### config.mk
export PLATFORM = sky130hd
export DESIGN_NAME = top2_frame_sched
export DESIGN_NICKNAME = d
export VERILOG_FILES = /design/src/rtl/top2_pkg.sv /design/src/rtl/top2_tracker.sv /design/src/rtl/top2_frame_sched.sv
export SDC_FILE = /design/constraint.sdc
export NUM_CORES = 1
export LEC_CHECK = 0
export BUFFER_PORTS_ARGS = -buffer_cell sky130_fd_sc_hd__buf_2
export CAP_MARGIN = 20
export CORE_MARGIN = 2
export CORE_UTILIZATION = 46
export DETAILED_ROUTE_END_ITERATION = 8
export PLACE_DENSITY_LB_ADDON = 0.12
export SKIP_CTS_REPAIR_TIMING = 1
export SKIP_LAST_GASP = 1
export SYNTH_ARGS = -nofsm -noshare
export SYNTH_HDL_FRONTEND = slang
export SYNTH_SLANG_ARGS = --single-unit
### constraint.sdc
create_clock -name clk -period 5.4 [get_ports clk]
set_clock_uncertainty 0.2 [all_clocks]
set_input_delay 0.81 -clock clk [delete_from_list [all_inputs] [get_ports clk]]
set_output_delay 0.81 -clock clk [all_outputs]
set_load 0.01 [all_outputs]
### src/rtl/top2_pkg.sv
// Shared types and helpers for the frame scheduler: FSM state encoding and
// the round-robin requester pick.
package top2_pkg;

  localparam int unsigned MAX_REQ = 16;

  typedef enum logic [1:0] {
    IDLE,
    STREAM,
    RESULT
  } state_e;

  typedef struct packed {
    logic       found;
    logic [3:0] idx;
  } pick_t;

  // First set request bit at or above ptr, wrapping at n requesters.
  function automatic pick_t rr_pick(input logic [MAX_REQ-1:0] req,
                                    input logic [3:0]         ptr,
                                    input int unsigned        n);
    pick_t       r;
    int unsigned j;
    r = '0;
    for (int unsigned i = 0; i < MAX_REQ; i++) begin
      j = 32'(ptr) + i;
      if (j >= n) j = j - n;
      if (!r.found && (i < n) && req[j[3:0]]) begin
        r.found = 1'b1;
        r.idx   = j[3:0];
      end
    end
    return r;
  endfunction

endpackage

### src/rtl/top2_tracker.sv
// Largest / second-largest distinct value tracker for one frame.
// Outputs show the tracker state including the beat presented this cycle,
// so the scheduler can capture a complete result on the in_last beat.
module top2_tracker #(
  parameter int DATA_WIDTH = 8,
  parameter int CNT_W      = 8
) (
  input  logic                  clk,
  input  logic                  rst,
  input  logic                  clr,
  input  logic                  beat,
  input  logic [DATA_WIDTH-1:0] data,
  output logic [DATA_WIDTH-1:0] max1,
  output logic [DATA_WIDTH-1:0] max2,
  output logic                  max2_ok,
  output logic [CNT_W-1:0]      count
);

  logic [DATA_WIDTH-1:0] max1_q, max1_d;
  logic [DATA_WIDTH-1:0] max2_q, max2_d;
  logic                  max2_ok_q, max2_ok_d;
  logic                  seen_q, seen_d;
  logic [CNT_W-1:0]      count_q, count_d;

  // Next tracker state: clear, or fold in one accepted beat.
  always_comb begin
    max1_d    = max1_q;
    max2_d    = max2_q;
    max2_ok_d = max2_ok_q;
    seen_d    = seen_q;
    count_d   = count_q;
    if (clr) begin
      max1_d    = '0;
      max2_d    = '0;
      max2_ok_d = 1'b0;
      seen_d    = 1'b0;
      count_d   = '0;
    end else if (beat) begin
      if (count_q != '1) count_d = count_q + 1'b1;
      if (!seen_q) begin
        max1_d = data;
        seen_d = 1'b1;
      end else if (data > max1_q) begin
        max2_d    = max1_q;
        max2_ok_d = 1'b1;
        max1_d    = data;
      end else if ((data < max1_q) && (!max2_ok_q || (data > max2_q))) begin
        max2_d    = data;
        max2_ok_d = 1'b1;
      end
    end
  end

  // Tracker registers.
  always_ff @(posedge clk or negedge rst) begin
    if (!rst) begin
      max1_q    <= '0;
      max2_q    <= '0;
      max2_ok_q <= 1'b0;
      seen_q    <= 1'b0;
      count_q   <= '0;
    end else begin
      max1_q    <= max1_d;
      max2_q    <= max2_d;
      max2_ok_q <= max2_ok_d;
      seen_q    <= seen_d;
      count_q   <= count_d;
    end
  end

  assign max1    = max1_d;
  assign max2    = max2_d;
  assign max2_ok = max2_ok_d;
  assign count   = count_d;

endmodule

### src/rtl/top2_frame_sched.sv
// Round-robin frame scheduler: grants one requester at a time the shared
// sample bus, tracks the frame's top two distinct values, and holds the
// result until the consumer accepts it.
module top2_frame_sched
  import top2_pkg::*;
#(
  parameter  int DATA_WIDTH = 8,
  parameter  int NUM_REQ    = 4,
  parameter  int CNT_W      = 8,
  localparam int ID_W       = $clog2(NUM_REQ)
) (
  input  logic                  clk,
  input  logic                  rst,
  input  logic [NUM_REQ-1:0]    req,
  output logic [NUM_REQ-1:0]    gnt,
  input  logic                  in_valid,
  input  logic [DATA_WIDTH-1:0] in_data,
  input  logic                  in_last,
  output logic                  in_ready,
  output logic                  res_valid,
  input  logic                  res_ready,
  output logic [DATA_WIDTH-1:0] res_max1,
  output logic [DATA_WIDTH-1:0] res_max2,
  output logic                  res_max2_ok,
  output logic [CNT_W-1:0]      res_count,
  output logic [ID_W-1:0]       res_id
);

  state_e                state_q, state_d;
  logic [NUM_REQ-1:0]    gnt_q, gnt_d;
  logic [ID_W-1:0]       ptr_q, ptr_d;
  logic [ID_W-1:0]       cur_q, cur_d;
  logic                  res_valid_q, res_valid_d;
  logic [DATA_WIDTH-1:0] res_max1_q, res_max1_d;
  logic [DATA_WIDTH-1:0] res_max2_q, res_max2_d;
  logic                  res_max2_ok_q, res_max2_ok_d;
  logic [CNT_W-1:0]      res_count_q, res_count_d;
  logic [ID_W-1:0]       res_id_q, res_id_d;

  logic                  trk_clr, trk_beat;
  logic [DATA_WIDTH-1:0] trk_max1, trk_max2;
  logic                  trk_max2_ok;
  logic [CNT_W-1:0]      trk_count;
  pick_t                 pick;

  assign pick     = rr_pick(MAX_REQ'(req), 4'(ptr_q), NUM_REQ);
  assign trk_beat = (state_q == STREAM) && in_valid;

  top2_tracker #(
    .DATA_WIDTH (DATA_WIDTH),
    .CNT_W      (CNT_W)
  ) u_tracker (
    .clk     (clk),
    .rst     (rst),
    .clr     (trk_clr),
    .beat    (trk_beat),
    .data    (in_data),
    .max1    (trk_max1),
    .max2    (trk_max2),
    .max2_ok (trk_max2_ok),
    .count   (trk_count)
  );

  // Next state: arbitrate in IDLE, close the frame on in_last, wait for handshake.
  always_comb begin
    state_d       = state_q;
    gnt_d         = gnt_q;
    ptr_d         = ptr_q;
    cur_d         = cur_q;
    res_valid_d   = res_valid_q;
    res_max1_d    = res_max1_q;
    res_max2_d    = res_max2_q;
    res_max2_ok_d = res_max2_ok_q;
    res_count_d   = res_count_q;
    res_id_d      = res_id_q;
    trk_clr       = 1'b0;
    case (state_q)
      IDLE: begin
        if (pick.found) begin
          state_d                  = STREAM;
          gnt_d                    = '0;
          gnt_d[ID_W'(pick.idx)]   = 1'b1;
          cur_d                    = ID_W'(pick.idx);
          trk_clr                  = 1'b1;
        end
      end
      STREAM: begin
        if (in_valid && in_last) begin
          state_d       = RESULT;
          gnt_d         = '0;
          res_valid_d   = 1'b1;
          res_max1_d    = trk_max1;
          res_max2_d    = trk_max2;
          res_max2_ok_d = trk_max2_ok;
          res_count_d   = trk_count;
          res_id_d      = cur_q;
          ptr_d         = (cur_q == ID_W'(NUM_REQ - 1)) ? '0 : cur_q + 1'b1;
        end
      end
      RESULT: begin
        if (res_ready) begin
          state_d     = IDLE;
          res_valid_d = 1'b0;
        end
      end
      default: state_d = IDLE;
    endcase
  end

  // Scheduler and result registers.
  always_ff @(posedge clk or negedge rst) begin
    if (!rst) begin
      state_q       <= IDLE;
      gnt_q         <= '0;
      ptr_q         <= '0;
      cur_q         <= '0;
      res_valid_q   <= 1'b0;
      res_max1_q    <= '0;
      res_max2_q    <= '0;
      res_max2_ok_q <= 1'b0;
      res_count_q   <= '0;
      res_id_q      <= '0;
    end else begin
      state_q       <= state_d;
      gnt_q         <= gnt_d;
      ptr_q         <= ptr_d;
      cur_q         <= cur_d;
      res_valid_q   <= res_valid_d;
      res_max1_q    <= res_max1_d;
      res_max2_q    <= res_max2_d;
      res_max2_ok_q <= res_max2_ok_d;
      res_count_q   <= res_count_d;
      res_id_q      <= res_id_d;
    end
  end

  assign gnt         = gnt_q;
  assign in_ready    = (state_q == STREAM);
  assign res_valid   = res_valid_q;
  assign res_max1    = res_max1_q;
  assign res_max2    = res_max2_q;
  assign res_max2_ok = res_max2_ok_q;
  assign res_count   = res_count_q;
  assign res_id      = res_id_q;

endmodule

==> report_table.html, run 1 <==
<table>
<tr><th>Metric</th><th>Value</th></tr>
<tr><th colspan="2">Run status</th></tr>
<tr><td>Result of the run</td><td>completed</td></tr>
<tr><th colspan="2">Global route</th></tr>
<tr><td>GR met2 Demand/Resource</td><td>~37%</td></tr>
<tr><td>Highest-utilization routing layer at the global route stage</td><td>met2</td></tr>
<tr><td>Vias in the first global route</td><td>approximately 3300</td></tr>
<tr><td>Met1 routing resource usage after global routing</td><td>29.0%</td></tr>
<tr><td>Global route total overflow</td><td>0</td></tr>
<tr><td>Met3 demand-to-capacity share in global routing</td><td>~4.4%</td></tr>
<tr><td>Wire length of the first global-routing pass</td><td>about 16 mm</td></tr>
<tr><td>Antenna violations before repair</td><td>0</td></tr>
<tr><td>Largest net degree at the start of global routing</td><td>65</td></tr>
<tr><td>Global Route Usage Sum</td><td>22.1%</td></tr>
<tr><th colspan="2">Cells and area</th></tr>
<tr><td>Fraction of layout cells with a size suffix above 1</td><td>a little under a fifth</td></tr>
<tr><td>Layout Cells excl Fill</td><td>just under 600</td></tr>
<tr><td>Area added between synthesis and finish</td><td>11.8%</td></tr>
<tr><td>Ant. Diodes</td><td>0</td></tr>
<tr><td>Most frequent standard cell in the layout excluding fill and tap cells</td><td>dfrtp_1</td></tr>
<tr><td>Layout net count</td><td>a little over 500</td></tr>
<tr><td>Commonest cells after routing, fill and taps aside</td><td>64 x dfrtp_1, 58 x nand2_1, 49 x buf_2</td></tr>
<tr><td>End-of-flow core utilization</td><td>a little over half</td></tr>
<tr><th colspan="2">Placement</th></tr>
<tr><td>Cells after DPL</td><td>564</td></tr>
<tr><td>Post-placement worst setup slack</td><td>1.65 ns</td></tr>
<tr><td>Placed wire-length estimate after detailed placement</td><td>6.50 mm</td></tr>
<tr><td>Routability Congestion</td><td>0.793</td></tr>
<tr><td>IO Port Bufs</td><td>49</td></tr>
<tr><th colspan="2">Pwr</th></tr>
<tr><td>Max VDD drop</td><td>slightly below 0.3 mV</td></tr>
<tr><td>Power density of the placed cells</td><td>around 530 mW/mm2</td></tr>
<tr><td>Leak</td><td>around 2 nW</td></tr>
<tr><th colspan="2">Logic synthesis</th></tr>
<tr><td>Distinct cell type count of the synthesized netlist</td><td>54</td></tr>
<tr><td>Share of synthesized area occupied by flip-flops and latches</td><td>about two fifths</td></tr>
<tr><td>Top_reg_cell synth</td><td>dfrtp_1</td></tr>
<tr><td>Ys async rst share</td><td>100%</td></tr>
<tr><td>Count of flip-flops with a built-in enable after synthesis</td><td>0</td></tr>
<tr><td>Area share of the largest cell type after synthesis</td><td>40.6%</td></tr>
<tr><td>Average cell area after synthesis</td><td>slightly above 9 um2</td></tr>
<tr><td>Post-Syn Nets</td><td>roughly 470</td></tr>
<tr><td>Post-synthesis sequential element count</td><td>64</td></tr>
<tr><td>Leading cell types by total area after synthesis</td><td>dfrtp_1 41%, ha_1 7.0%, nand2_1 5.5%</td></tr>
<tr><td>Synthesized area</td><td>0.00394 mm2</td></tr>
<tr><td>Number of cells produced by synthesis</td><td>430</td></tr>
<tr><td>Cell type with the largest total area after synthesis</td><td>dfrtp_1</td></tr>
<tr><td>Total number of yosys warnings</td><td>0</td></tr>
<tr><th colspan="2">Timing</th></tr>
<tr><td>Final critical delay including setup and external delays</td><td>between 3 and 4 ns</td></tr>
<tr><td>Headroom to the max-slew limit</td><td>31.0%</td></tr>
<tr><td>Final setup fails</td><td>0</td></tr>
<tr><td>Worst path setup slack after routing</td><td>between 1.5 and 2 ns</td></tr>
<tr><td>Portion of the clock cycle consumed by the worst path in the final layout</td><td>64.0%</td></tr>
<tr><td>Final Hold Fails</td><td>0</td></tr>
<tr><td>Final-layout setup total negative slack</td><td>0 ns</td></tr>
<tr><td>Min Hold Slack</td><td>roughly 0.27 ns</td></tr>
<tr><td>Fmax</td><td>slightly below 300 MHz</td></tr>
<tr><td>Actual slew at the worst max-slew pin</td><td>1.03 ns</td></tr>
<tr><td>RSZ-0062 raised after global routing</td><td>no</td></tr>
<tr><td>Count of pins over their slew limit</td><td>0</td></tr>
<tr><th colspan="2">Clocking</th></tr>
<tr><td>Reg clk slew, reported paths</td><td>around 0.07 ns</td></tr>
<tr><td>Clock latency on the worst-skew pair</td><td>0.34 ns</td></tr>
<tr><td>Total clock buffers created by CTS</td><td>9</td></tr>
<tr><td>Number of buffers between clock root and the deepest sink</td><td>2</td></tr>
<tr><td>Number of clock sinks seen by CTS</td><td>64</td></tr>
<tr><td>Depth of the CTS H-tree</td><td>3</td></tr>
<tr><td>Cell at the root of the clock tree</td><td>clkbuf_8</td></tr>
<tr><td>CTS tree</td><td>done</td></tr>
<tr><th colspan="2">Floorplanning</th></tr>
<tr><td>Number of ports placed on the die boundary</td><td>50</td></tr>
<tr><td>Die outline height</td><td>between 90 and 100 um</td></tr>
<tr><td>Standard cell core area</td><td>between 0.008 and 0.009 mm2</td></tr>
<tr><td>Number of rows in the core area</td><td>33</td></tr>
<tr><td>Die area</td><td>0.00933 mm2</td></tr>
<tr><td>Chip width</td><td>~97 um</td></tr>
<tr><td>Initial core utilization</td><td>a little under half</td></tr>
<tr><th colspan="2">Setup path</th></tr>
<tr><td>Biggest fanout along the worst timing path</td><td>24</td></tr>
<tr><td>R2R cell count</td><td>8</td></tr>
<tr><td>Max stage delay cell, worst path</td><td>o21a_1</td></tr>
<tr><td>Crit-path cells</td><td>buf_2 -&gt; ha_1 -&gt; nor2b_1 -&gt; o211ai_1 -&gt; a21oi_1 -&gt; o21a_1 -&gt; a2111oi_0 -&gt; nor3_1</td></tr>
<tr><td>Max incr delay on CP</td><td>about 0.83 ns</td></tr>
<tr><td>Slack of the worst reg-to-reg path</td><td>2.02 ns</td></tr>
<tr><td>R2R Path Start</td><td>ptr_q[0]</td></tr>
<tr><td>Required arrival time at the worst endpoint</td><td>5.45 ns</td></tr>
<tr><td>Data arrival at the endpoint of the critical path</td><td>3.50 ns</td></tr>
<tr><td>Worst reg2reg endpoint</td><td>res_count[6]</td></tr>
<tr><td>Capturing element type of the critical path</td><td>register</td></tr>
<tr><td>Kind of launch point of the worst setup path</td><td>input pin</td></tr>
<tr><td>Kind of critical path</td><td>input pin to register</td></tr>
<tr><th colspan="2">Min path</th></tr>
<tr><td>Startpoint of the worst hold path</td><td>res_count[4]</td></tr>
<tr><td>Number of cells on the worst hold path</td><td>2</td></tr>
<tr><td>Hold Crit Class</td><td>register to register</td></tr>
<tr><td>Endpoint of the worst hold-timing path</td><td>res_count[4]</td></tr>
<tr><th colspan="2">Routing</th></tr>
<tr><td>Total number of vias</td><td>between 3000 and 4000</td></tr>
<tr><td>Total detailed-routing wirelength</td><td>between 9 and 10 mm</td></tr>
<tr><td>Via/cell ratio</td><td>5.80</td></tr>
<tr><td>Starting DRT DRC Count</td><td>approximately 150</td></tr>
<tr><td>Antenna viol nets, final</td><td>0</td></tr>
<tr><td>DRT Pass-1 Iters</td><td>4</td></tr>
<tr><td>DRC violations left</td><td>0</td></tr>
<tr><td>Mean routed wirelength per cell</td><td>16.6 um</td></tr>
<tr><th colspan="2">Run</th></tr>
<tr><td>Max-capacitance violation count</td><td>0</td></tr>
</table>
-- routing by layer --
metal	wire, um	part of all wire, %
met4	162	1.7
met3	403	4.2
met1	4390	46
met2	4650	48
met5	0	0
-- critical path, delay by kind of cell --
family	cells	cell delay, ns
simple gates	2	0.37
buf+inv	1	0.13
fa+ha+maj	1	0.29
compound gates	4	1.89
-- cells by family after synthesis --
group	share of synthesized area [%]
muxes	5.11
adders and majority gates	6.98
and+or+nand+nor	18.4
AOI/OAI and AO/OA	21.9
DFF	40.6
buffers and inverters	5.68
xor gates and xnor gates	1.33
-- sequential cells by signal, summed over array words and instances, names as in the netlist --
register             flops
ptr_q                    2
res_valid                1
u_tracker.seen_q         1
res_id                   2
res_max1                 8
res_max2                 8
u_tracker.max1_q         8
u_tracker.count_q        8
gnt                      4
cur_q                    2
u_tracker.max2_q         8
res_count                8
state_q                  2
u_tracker.max2_ok_q      1
res_max2_ok              1
-- power by group --
group / leakage [nW] / internal (mW) / total [mW] / switching (mW)
registers: 0.853 / 0.641 / 0.774 / 0.133
clock network: 0.0789 / 0.162 / 0.344 / 0.182
logic: 1.07 / 0.464 / 1.23 / 0.769
total: 2.00 / 1.27 / 2.35 / 1.08
-- worst max-delay path by stage --
stage                from          end  slack [ns]
2_1_floorplan  in_data[1]  res_max2[3]        2.54
3_3_place_gp   in_data[1]  res_max2[1]        1.80
3_5_place_dp   in_data[1]  res_max2[1]        1.65
4_1_cts        state_q[0]  res_max2[1]        2.02
5_1_grt        in_data[1]  res_max2[6]        1.69
6_report       in_data[1]  res_max2[5]        1.95
-- area by class of cell --
cell class	instances	area, um2
Fill cell	804	3850
Multi-Input combinational cell	313	2130
Sequential cell	64	1600
Timing Repair Buffer	55	288
Clock buffer	11	131
Tap cell	105	131
Inverter	28	105
Clock inverter	4	22.5
-- through the flow --
step           power (mW)  area [um2]
2_1_floorplan        1.68        3940
3_3_place_gp         1.97        4250
3_5_place_dp         2.01        4250
4_1_cts              2.36        4400
5_1_grt              2.57        4410
6_report             2.35        4410
-- synth_stat cells, drive strengths merged (4+ instances only) --
master / instances
a2111oi: 8
a211oi: 10
a21oi: 29
and3: 5
buf: 11
clkbuf: 14
dfrtp: 64
ha: 22
inv: 27
mux2i: 10
nand2: 58
nand2b: 5
nand3: 5
nand4: 15
nor2: 19
nor2b: 5
nor3: 10
nor3b: 8
nor4: 8
o211ai: 18
o21ai: 33
o31ai: 6
xor2: 4
Power figures use the tool's default switching activity.
==> inputs of run 2 (changes only) <==
==> constraint.sdc (replaced) <==
create_clock -name clk -period 2.9 [get_ports clk]
set_clock_uncertainty 0.2 [all_clocks]
set_input_delay 0.435 -clock clk [delete_from_list [all_inputs] [get_ports clk]]
set_output_delay 0.435 -clock clk [all_outputs]
set_load 0.01 [all_outputs]
==> report_table.html, run 2 (synthesis results as in run 1) <==
<table>
<tr><th>Metric</th><th>Value</th></tr>
<tr><th colspan="2">Run status</th></tr>
<tr><td>Result of the run</td><td>completed</td></tr>
<tr><th colspan="2">Min path</th></tr>
<tr><td>Endpoint of the worst hold-timing path</td><td>state_q[1]</td></tr>
<tr><td>Startpoint of the worst hold path</td><td>res_ready</td></tr>
<tr><td>Number of cells on the worst hold path</td><td>2</td></tr>
<tr><td>Hold Crit Class</td><td>input pin to register</td></tr>
<tr><th colspan="2">Clocking</th></tr>
<tr><td>Number of buffers between clock root and the deepest sink</td><td>2</td></tr>
<tr><td>Reg clk slew, reported paths</td><td>roughly 0.070 ns</td></tr>
<tr><td>Total clock buffers created by CTS</td><td>9</td></tr>
<tr><td>Cell at the root of the clock tree</td><td>clkbuf_8</td></tr>
<tr><td>CTS tree</td><td>done</td></tr>
<tr><td>Clock latency on the worst-skew pair</td><td>~0.34 ns</td></tr>
<tr><td>Depth of the CTS H-tree</td><td>3</td></tr>
<tr><td>Number of clock sinks seen by CTS</td><td>64</td></tr>
<tr><th colspan="2">Cells and area</th></tr>
<tr><td>Ant. Diodes</td><td>0</td></tr>
<tr><td>Cell area after layout</td><td>~0.0046 mm2</td></tr>
<tr><td>Reg area</td><td>0.00160 mm2</td></tr>
<tr><td>Fillers</td><td>roughly 760</td></tr>
<tr><td>Layout net count</td><td>523</td></tr>
<tr><td>Area added between synthesis and finish</td><td>15.8%</td></tr>
<tr><td>Fraction of layout cells with a size suffix above 1</td><td>21.3%</td></tr>
<tr><td>Multi-input gate area in the final layout</td><td>approximately 0.0021 mm2</td></tr>
<tr><td>Most frequent standard cell in the layout excluding fill and tap cells</td><td>dfrtp_1</td></tr>
<tr><td>Commonest cells after routing, fill and taps aside</td><td>64 x dfrtp_1, 58 x nand2_1, 49 x buf_2</td></tr>
<tr><td>End-of-flow core utilization</td><td>55.3%</td></tr>
<tr><th colspan="2">Timing</th></tr>
<tr><td>Headroom to the max-slew limit</td><td>approximately 50%</td></tr>
<tr><td>Final critical delay including setup and external delays</td><td>about 2.7 ns</td></tr>
<tr><td>Count of pins over their slew limit</td><td>0</td></tr>
<tr><td>Final Hold Fails</td><td>0</td></tr>
<tr><td>Final setup fails</td><td>0</td></tr>
<tr><td>Portion of the clock cycle consumed by the worst path in the final layout</td><td>about 94%</td></tr>
<tr><td>RSZ-0062 raised after global routing</td><td>no</td></tr>
<tr><td>Final-layout setup total negative slack</td><td>0 ns</td></tr>
<tr><td>Actual slew at the worst max-slew pin</td><td>between 0.7 and 0.8 ns</td></tr>
<tr><td>Fmax</td><td>367 MHz</td></tr>
<tr><th colspan="2">Routing</th></tr>
<tr><td>Starting DRT DRC Count</td><td>143</td></tr>
<tr><td>Mean routed wirelength per cell</td><td>15.4 um</td></tr>
<tr><td>DRT Pass-1 Iters</td><td>4</td></tr>
<tr><td>DRC violations left</td><td>0</td></tr>
<tr><td>Via/cell ratio</td><td>~5.7</td></tr>
<tr><td>Total number of vias</td><td>between 3000 and 4000</td></tr>
<tr><td>Total detailed-routing wirelength</td><td>slightly above 9 mm</td></tr>
<tr><td>Antenna viol nets, final</td><td>0</td></tr>
<tr><th colspan="2">Global route</th></tr>
<tr><td>Antenna violations before repair</td><td>0</td></tr>
<tr><td>Global route total overflow</td><td>0</td></tr>
<tr><td>Wire length of the first global-routing pass</td><td>approximately 15 mm</td></tr>
<tr><td>Vias in the first global route</td><td>between 3000 and 4000</td></tr>
<tr><td>Largest net degree at the start of global routing</td><td>40</td></tr>
<tr><td>Global Route Usage Sum</td><td>between 20% and 30%</td></tr>
<tr><th colspan="2">Pwr</th></tr>
<tr><td>Max VDD drop</td><td>between 0.4 and 0.5 mV</td></tr>
<tr><td>Leak</td><td>2.08 nW</td></tr>
<tr><td>Power density of the placed cells</td><td>approximately 1000 mW/mm2</td></tr>
<tr><th colspan="2">Setup path</th></tr>
<tr><td>R2R Path Start</td><td>u_tracker.max2_q[1]</td></tr>
<tr><td>Kind of critical path</td><td>register to register</td></tr>
<tr><td>Required arrival time at the worst endpoint</td><td>2.92 ns</td></tr>
<tr><td>Data arrival at the endpoint of the critical path</td><td>~2.7 ns</td></tr>
<tr><td>Slack of the worst reg-to-reg path</td><td>0.17 ns</td></tr>
<tr><td>Capturing element type of the critical path</td><td>register</td></tr>
<tr><td>Worst reg2reg endpoint</td><td>u_tracker.max2_q[3]</td></tr>
<tr><td>R2R cell count</td><td>9</td></tr>
<tr><td>Biggest fanout along the worst timing path</td><td>15</td></tr>
<tr><td>Kind of launch point of the worst setup path</td><td>register</td></tr>
<tr><th colspan="2">Floorplanning</th></tr>
<tr><td>Chip width</td><td>roughly 97 um</td></tr>
<tr><td>Die outline height</td><td>96.6 um</td></tr>
<tr><td>Number of rows in the core area</td><td>33</td></tr>
<tr><td>Initial core utilization</td><td>47.8%</td></tr>
<tr><td>Die area</td><td>between 0.009 and 0.01 mm2</td></tr>
<tr><td>Standard cell core area</td><td>0.00826 mm2</td></tr>
<tr><td>Number of ports placed on the die boundary</td><td>50</td></tr>
<tr><th colspan="2">Run</th></tr>
<tr><td>Max-capacitance violation count</td><td>0</td></tr>
<tr><th colspan="2">Placement</th></tr>
<tr><td>Routability Congestion</td><td>between 0.9 and 1</td></tr>
<tr><td>Placed wire-length estimate after detailed placement</td><td>roughly 6.6 mm</td></tr>
<tr><td>Instance area after placement</td><td>0.00435 mm2</td></tr>
<tr><td>IO Port Bufs</td><td>49</td></tr>
</table>
-- run 2: cell type report --
| cell class | instances | area share (%) |
|---|---|---|
| clock inverters | 5 | 1.23 |
| multi-input cells | 313 | 46.6 |
| clock buffers | 11 | 3.10 |
| inverters | 28 | 2.30 |
| well taps | 105 | 2.88 |
| repair buffers | 68 | 8.77 |
| flip-flops and latches | 64 | 35.1 |
-- run 2: how the worst max path moves through the flow --
stage / slack, ns / start / endpoint
global route: 0.01 / u_tracker.max2_q[1] / res_max2[2]
floorplan: 0.42 / in_data[1] / res_max2[3]
global placement: 0.13 / in_data[1] / u_tracker.max2_q[3]
finish: 0.17 / u_tracker.max2_q[1] / u_tracker.max2_q[3]
detailed placement: 0.07 / in_data[1] / res_max2[6]
CTS: 0.20 / u_tracker.max2_q[1] / res_max2[6]
-- run 2: where the power goes --
group | leakage, nW | total (mW) | switching, mW | internal [mW]
combinational | 1.13 | 2.42 | 1.47 | 0.952
sequential | 0.853 | 1.40 | 0.207 | 1.19
clock | 0.0993 | 0.761 | 0.342 | 0.419
-- run 2: worst max-delay path, cell delays in order (launching register included) --
cell and delay, ns:
dfrtp_1 0.39, inv_1 0.09, ha_1 0.29, nor2b_1 0.13
o211ai_1 0.16, a21oi_1 0.10, or3_1 0.63, buf_4 0.29
a211oi_1 0.26, nor3b_2 0.08
-- run 2: per-layer routing --
layer	vias to the layer above	routed length, um	GRT usage (%)
met5	-	0	0
met4	0	204	7.16
met3	23	395	5.28
met2	82	4360	34.1
met1	1625	4190	27.4
li1	1685	-	-
-- run 2: through the flow --
step	std cells	hold slack (ns)	power (mW)	worst slack, ns
floorplan	430	-0.0606	3.13	0.415
global placement	576	0.258	3.77	0.127
detailed placement	576	0.262	3.83	0.0692
CTS	592	-0.0770	4.61	0.201
global route	594	0.0857	5.00	0.0108
finish	594	0.0995	4.58	0.173
==> inputs of run 3 (changes only) <==
==> constraint.sdc (replaced) <==
create_clock -name clk -period 2.9 [get_ports clk]
set_clock_uncertainty 0.2 [all_clocks]
set_input_delay 0.58 -clock clk [delete_from_list [all_inputs] [get_ports clk]]
set_output_delay 0.58 -clock clk [all_outputs]
set_load 0.01 [all_outputs]
==> report_table.html, run 3 (synthesis results as in run 1) <==
<table>
<tr><th>Metric</th><th>Value</th></tr>
<tr><th colspan="2">Cells and area</th></tr>
<tr><td>Fraction of layout cells with a size suffix above 1</td><td>a little over a fifth</td></tr>
<tr><td>Commonest cells after routing, fill and taps aside</td><td>64 x dfrtp_1, 58 x nand2_1, 49 x buf_2</td></tr>
<tr><td>Most frequent standard cell in the layout excluding fill and tap cells</td><td>dfrtp_1</td></tr>
<tr><td>Fillers</td><td>770</td></tr>
<tr><td>Cell area after layout</td><td>between 0.004 and 0.005 mm2</td></tr>
<tr><td>Area added between synthesis and finish</td><td>17.1%</td></tr>
<tr><td>Reg area</td><td>approximately 0.0016 mm2</td></tr>
<tr><td>Ant. Diodes</td><td>0</td></tr>
<tr><td>Multi-input gate area in the final layout</td><td>~0.0021 mm2</td></tr>
<tr><td>Layout net count</td><td>roughly 520</td></tr>
<tr><th colspan="2">Setup path</th></tr>
<tr><td>Max incr delay on CP</td><td>about 0.46 ns</td></tr>
<tr><td>R2R Path Start</td><td>u_tracker.max2_q[1]</td></tr>
<tr><td>R2R cell count</td><td>9</td></tr>
<tr><td>Kind of critical path</td><td>register to register</td></tr>
<tr><td>Capturing element type of the critical path</td><td>register</td></tr>
<tr><td>Max stage delay cell, worst path</td><td>a2111oi_0</td></tr>
<tr><td>Worst reg2reg endpoint</td><td>res_max2[5]</td></tr>
<tr><td>Data arrival at the endpoint of the critical path</td><td>approximately 2.7 ns</td></tr>
<tr><td>Required arrival time at the worst endpoint</td><td>a little under 3 ns</td></tr>
<tr><td>Gate family responsible for the most delay along the worst path</td><td>compound AO/OA/AOI/OAI gates</td></tr>
<tr><td>Buf+Inv Stages, Crit Path</td><td>2</td></tr>
<tr><td>Slack of the worst reg-to-reg path</td><td>approximately 0.26 ns</td></tr>
<tr><td>Crit-path cells</td><td>inv_1 -&gt; ha_1 -&gt; nor2b_1 -&gt; o211ai_1 -&gt; a21oi_1 -&gt; or3_1 -&gt; buf_4 -&gt; a2111oi_0 -&gt; nor3_1</td></tr>
<tr><td>Kind of launch point of the worst setup path</td><td>register</td></tr>
<tr><td>Biggest fanout along the worst timing path</td><td>24</td></tr>
<tr><th colspan="2">Pwr</th></tr>
<tr><td>Relative contribution of combinational cells to total power</td><td>~52%</td></tr>
<tr><td>Relative contribution of sequential cells to total power</td><td>slightly below 30%</td></tr>
<tr><td>Post-layout power</td><td>around 4.8 mW</td></tr>
<tr><td>Clock network fraction of design power</td><td>18.3%</td></tr>
<tr><td>Leak</td><td>2.11 nW</td></tr>
<tr><td>Sw Pwr</td><td>around 2.1 mW</td></tr>
<tr><td>Max VDD drop</td><td>around 0.54 mV</td></tr>
<tr><td>Cell-internal power</td><td>~2.7 mW</td></tr>
<tr><td>Net switching fraction of the power</td><td>a little over two fifths</td></tr>
<tr><td>Power density of the placed cells</td><td>1030 mW/mm2</td></tr>
<tr><th colspan="2">Routing</th></tr>
<tr><td>Total number of vias</td><td>3423</td></tr>
<tr><td>Starting DRT DRC Count</td><td>160</td></tr>
<tr><td>Antenna viol nets, final</td><td>0</td></tr>
<tr><td>Mean routed wirelength per cell</td><td>approximately 16 um</td></tr>
<tr><td>Via/cell ratio</td><td>between 5 and 6</td></tr>
<tr><td>DRC violations left</td><td>0</td></tr>
<tr><td>DRT Pass-1 Iters</td><td>4</td></tr>
<tr><td>Total detailed-routing wirelength</td><td>9.64 mm</td></tr>
<tr><th colspan="2">Min path</th></tr>
<tr><td>Hold Crit Class</td><td>input pin to asynchronous set/reset pin</td></tr>
<tr><th colspan="2">Floorplanning</th></tr>
<tr><td>Chip width</td><td>96.6 um</td></tr>
<tr><td>Initial core utilization</td><td>between 40 and 50%</td></tr>
<tr><td>Number of rows in the core area</td><td>33</td></tr>
<tr><td>Die area</td><td>roughly 0.0093 mm2</td></tr>
<tr><td>Die outline height</td><td>96.6 um</td></tr>
<tr><td>Standard cell core area</td><td>0.00826 mm2</td></tr>
<tr><td>Number of ports placed on the die boundary</td><td>50</td></tr>
<tr><th colspan="2">Global route</th></tr>
<tr><td>Antenna violations before repair</td><td>0</td></tr>
<tr><td>Wire length of the first global-routing pass</td><td>around 16 mm</td></tr>
<tr><td>Vias in the first global route</td><td>3279</td></tr>
<tr><td>Global Route Usage Sum</td><td>about 22%</td></tr>
<tr><td>Largest net degree at the start of global routing</td><td>42</td></tr>
<tr><td>Global route total overflow</td><td>0</td></tr>
<tr><th colspan="2">Clocking</th></tr>
<tr><td>Clock latency on the worst-skew pair</td><td>0.35 ns</td></tr>
<tr><td>Cell at the root of the clock tree</td><td>clkbuf_8</td></tr>
<tr><td>Total clock buffers created by CTS</td><td>9</td></tr>
<tr><td>CTS tree</td><td>done</td></tr>
<tr><td>Number of buffers between clock root and the deepest sink</td><td>2</td></tr>
<tr><td>Reg clk slew, reported paths</td><td>0.07 ns</td></tr>
<tr><td>Number of clock sinks seen by CTS</td><td>between 60 and 70</td></tr>
<tr><td>Depth of the CTS H-tree</td><td>3</td></tr>
<tr><th colspan="2">Placement</th></tr>
<tr><td>IO Port Bufs</td><td>49</td></tr>
<tr><td>Instance area after placement</td><td>between 0.004 and 0.005 mm2</td></tr>
<tr><td>Placed wire-length estimate after detailed placement</td><td>a little under 7 mm</td></tr>
<tr><td>Routability Congestion</td><td>0.822</td></tr>
<tr><th colspan="2">Timing</th></tr>
<tr><td>Portion of the clock cycle consumed by the worst path in the final layout</td><td>91.1%</td></tr>
<tr><td>Final Hold Fails</td><td>0</td></tr>
<tr><td>Fmax</td><td>between 300 and 400 MHz</td></tr>
<tr><td>Headroom to the max-slew limit</td><td>a little over half</td></tr>
<tr><td>Final-layout setup total negative slack</td><td>0 ns</td></tr>
<tr><td>Count of pins over their slew limit</td><td>0</td></tr>
<tr><td>Final setup fails</td><td>0</td></tr>
<tr><td>Actual slew at the worst max-slew pin</td><td>roughly 0.71 ns</td></tr>
<tr><td>RSZ-0062 raised after global routing</td><td>no</td></tr>
<tr><td>Final critical delay including setup and external delays</td><td>~2.6 ns</td></tr>
<tr><th colspan="2">Run status</th></tr>
<tr><td>Result of the run</td><td>completed</td></tr>
<tr><th colspan="2">Run</th></tr>
<tr><td>Max-capacitance violation count</td><td>0</td></tr>
</table>
[run 3: worst reg2reg max path: stages (launching register included)]
cell       delay (ns)
dfrtp_1          0.40
inv_1            0.09
ha_1             0.29
nor2b_1          0.14
o211ai_1         0.15
a21oi_1          0.10
or3_1            0.36
buf_4            0.22
a2111oi_0        0.47
nor3_1           0.09
[run 3: worst max path at each step]
| stage | start | endpoint | slack, ns | cells after the start |
|---|---|---|---|---|
| 6_report | u_tracker.max2_q[1] | res_max2[5] | 0.26 | 9 |
| 3_5_place_dp | in_data[1] | res_max2[7] | -0.08 | 8 |
| 4_1_cts | u_tracker.max2_q[1] | res_max2[7] | 0.17 | 8 |
| 5_1_grt | u_tracker.max2_q[1] | res_max2[5] | 0.06 | 9 |
| 3_3_place_gp | in_data[1] | res_max2[0] | 0.07 | 8 |
| 2_1_floorplan | in_data[1] | res_max2[3] | 0.27 | 9 |
[run 3: final cells by class]
cell class	instances	share of cell area, %
Clock inverter	3	1.41
Clock buffer	12	3.36
Tap cell	105	2.85
Timing Repair Buffer	69	9.32
Multi-Input combinational cell	313	46.1
Inverter	28	2.28
Sequential cell	64	34.7
[run 3: stage by stage]
stage	hold WS (ns)	setup WS, ns	std cells	util [%]
2_1_floorplan	0.0844	0.270	430	-
3_3_place_gp	0.259	0.0730	578	53.2
3_5_place_dp	0.265	-0.0787	578	53.2
4_1_cts	0.0542	0.172	593	55.8
5_1_grt	0.0833	0.0586	594	55.9
6_report	0.0370	0.259	594	55.9
[run 3: power groups by stage]
| stage | Combinational, mW | Sequential (mW) | Clock (mW) |
|---|---|---|---|
| global route | 2.79 | 1.45 | 0.921 |
| global placement | 2.41 | 1.41 | 0 |
| CTS | 2.50 | 1.41 | 0.888 |
| finish | 2.49 | 1.40 | 0.871 |
| detailed placement | 2.48 | 1.42 | 0 |
| floorplan | 1.67 | 1.46 | 0 |
[run 3: metal layers]
layer,share of wire (%),vias up,global-route usage [%],routed length (um)
li1,-,1685,-,-
met1,46,1671,29.5,4480
met2,49,57,37.0,4760
met3,3.0,10,2.87,289
met4,1.2,0,7.16,115
met5,0,-,0,0
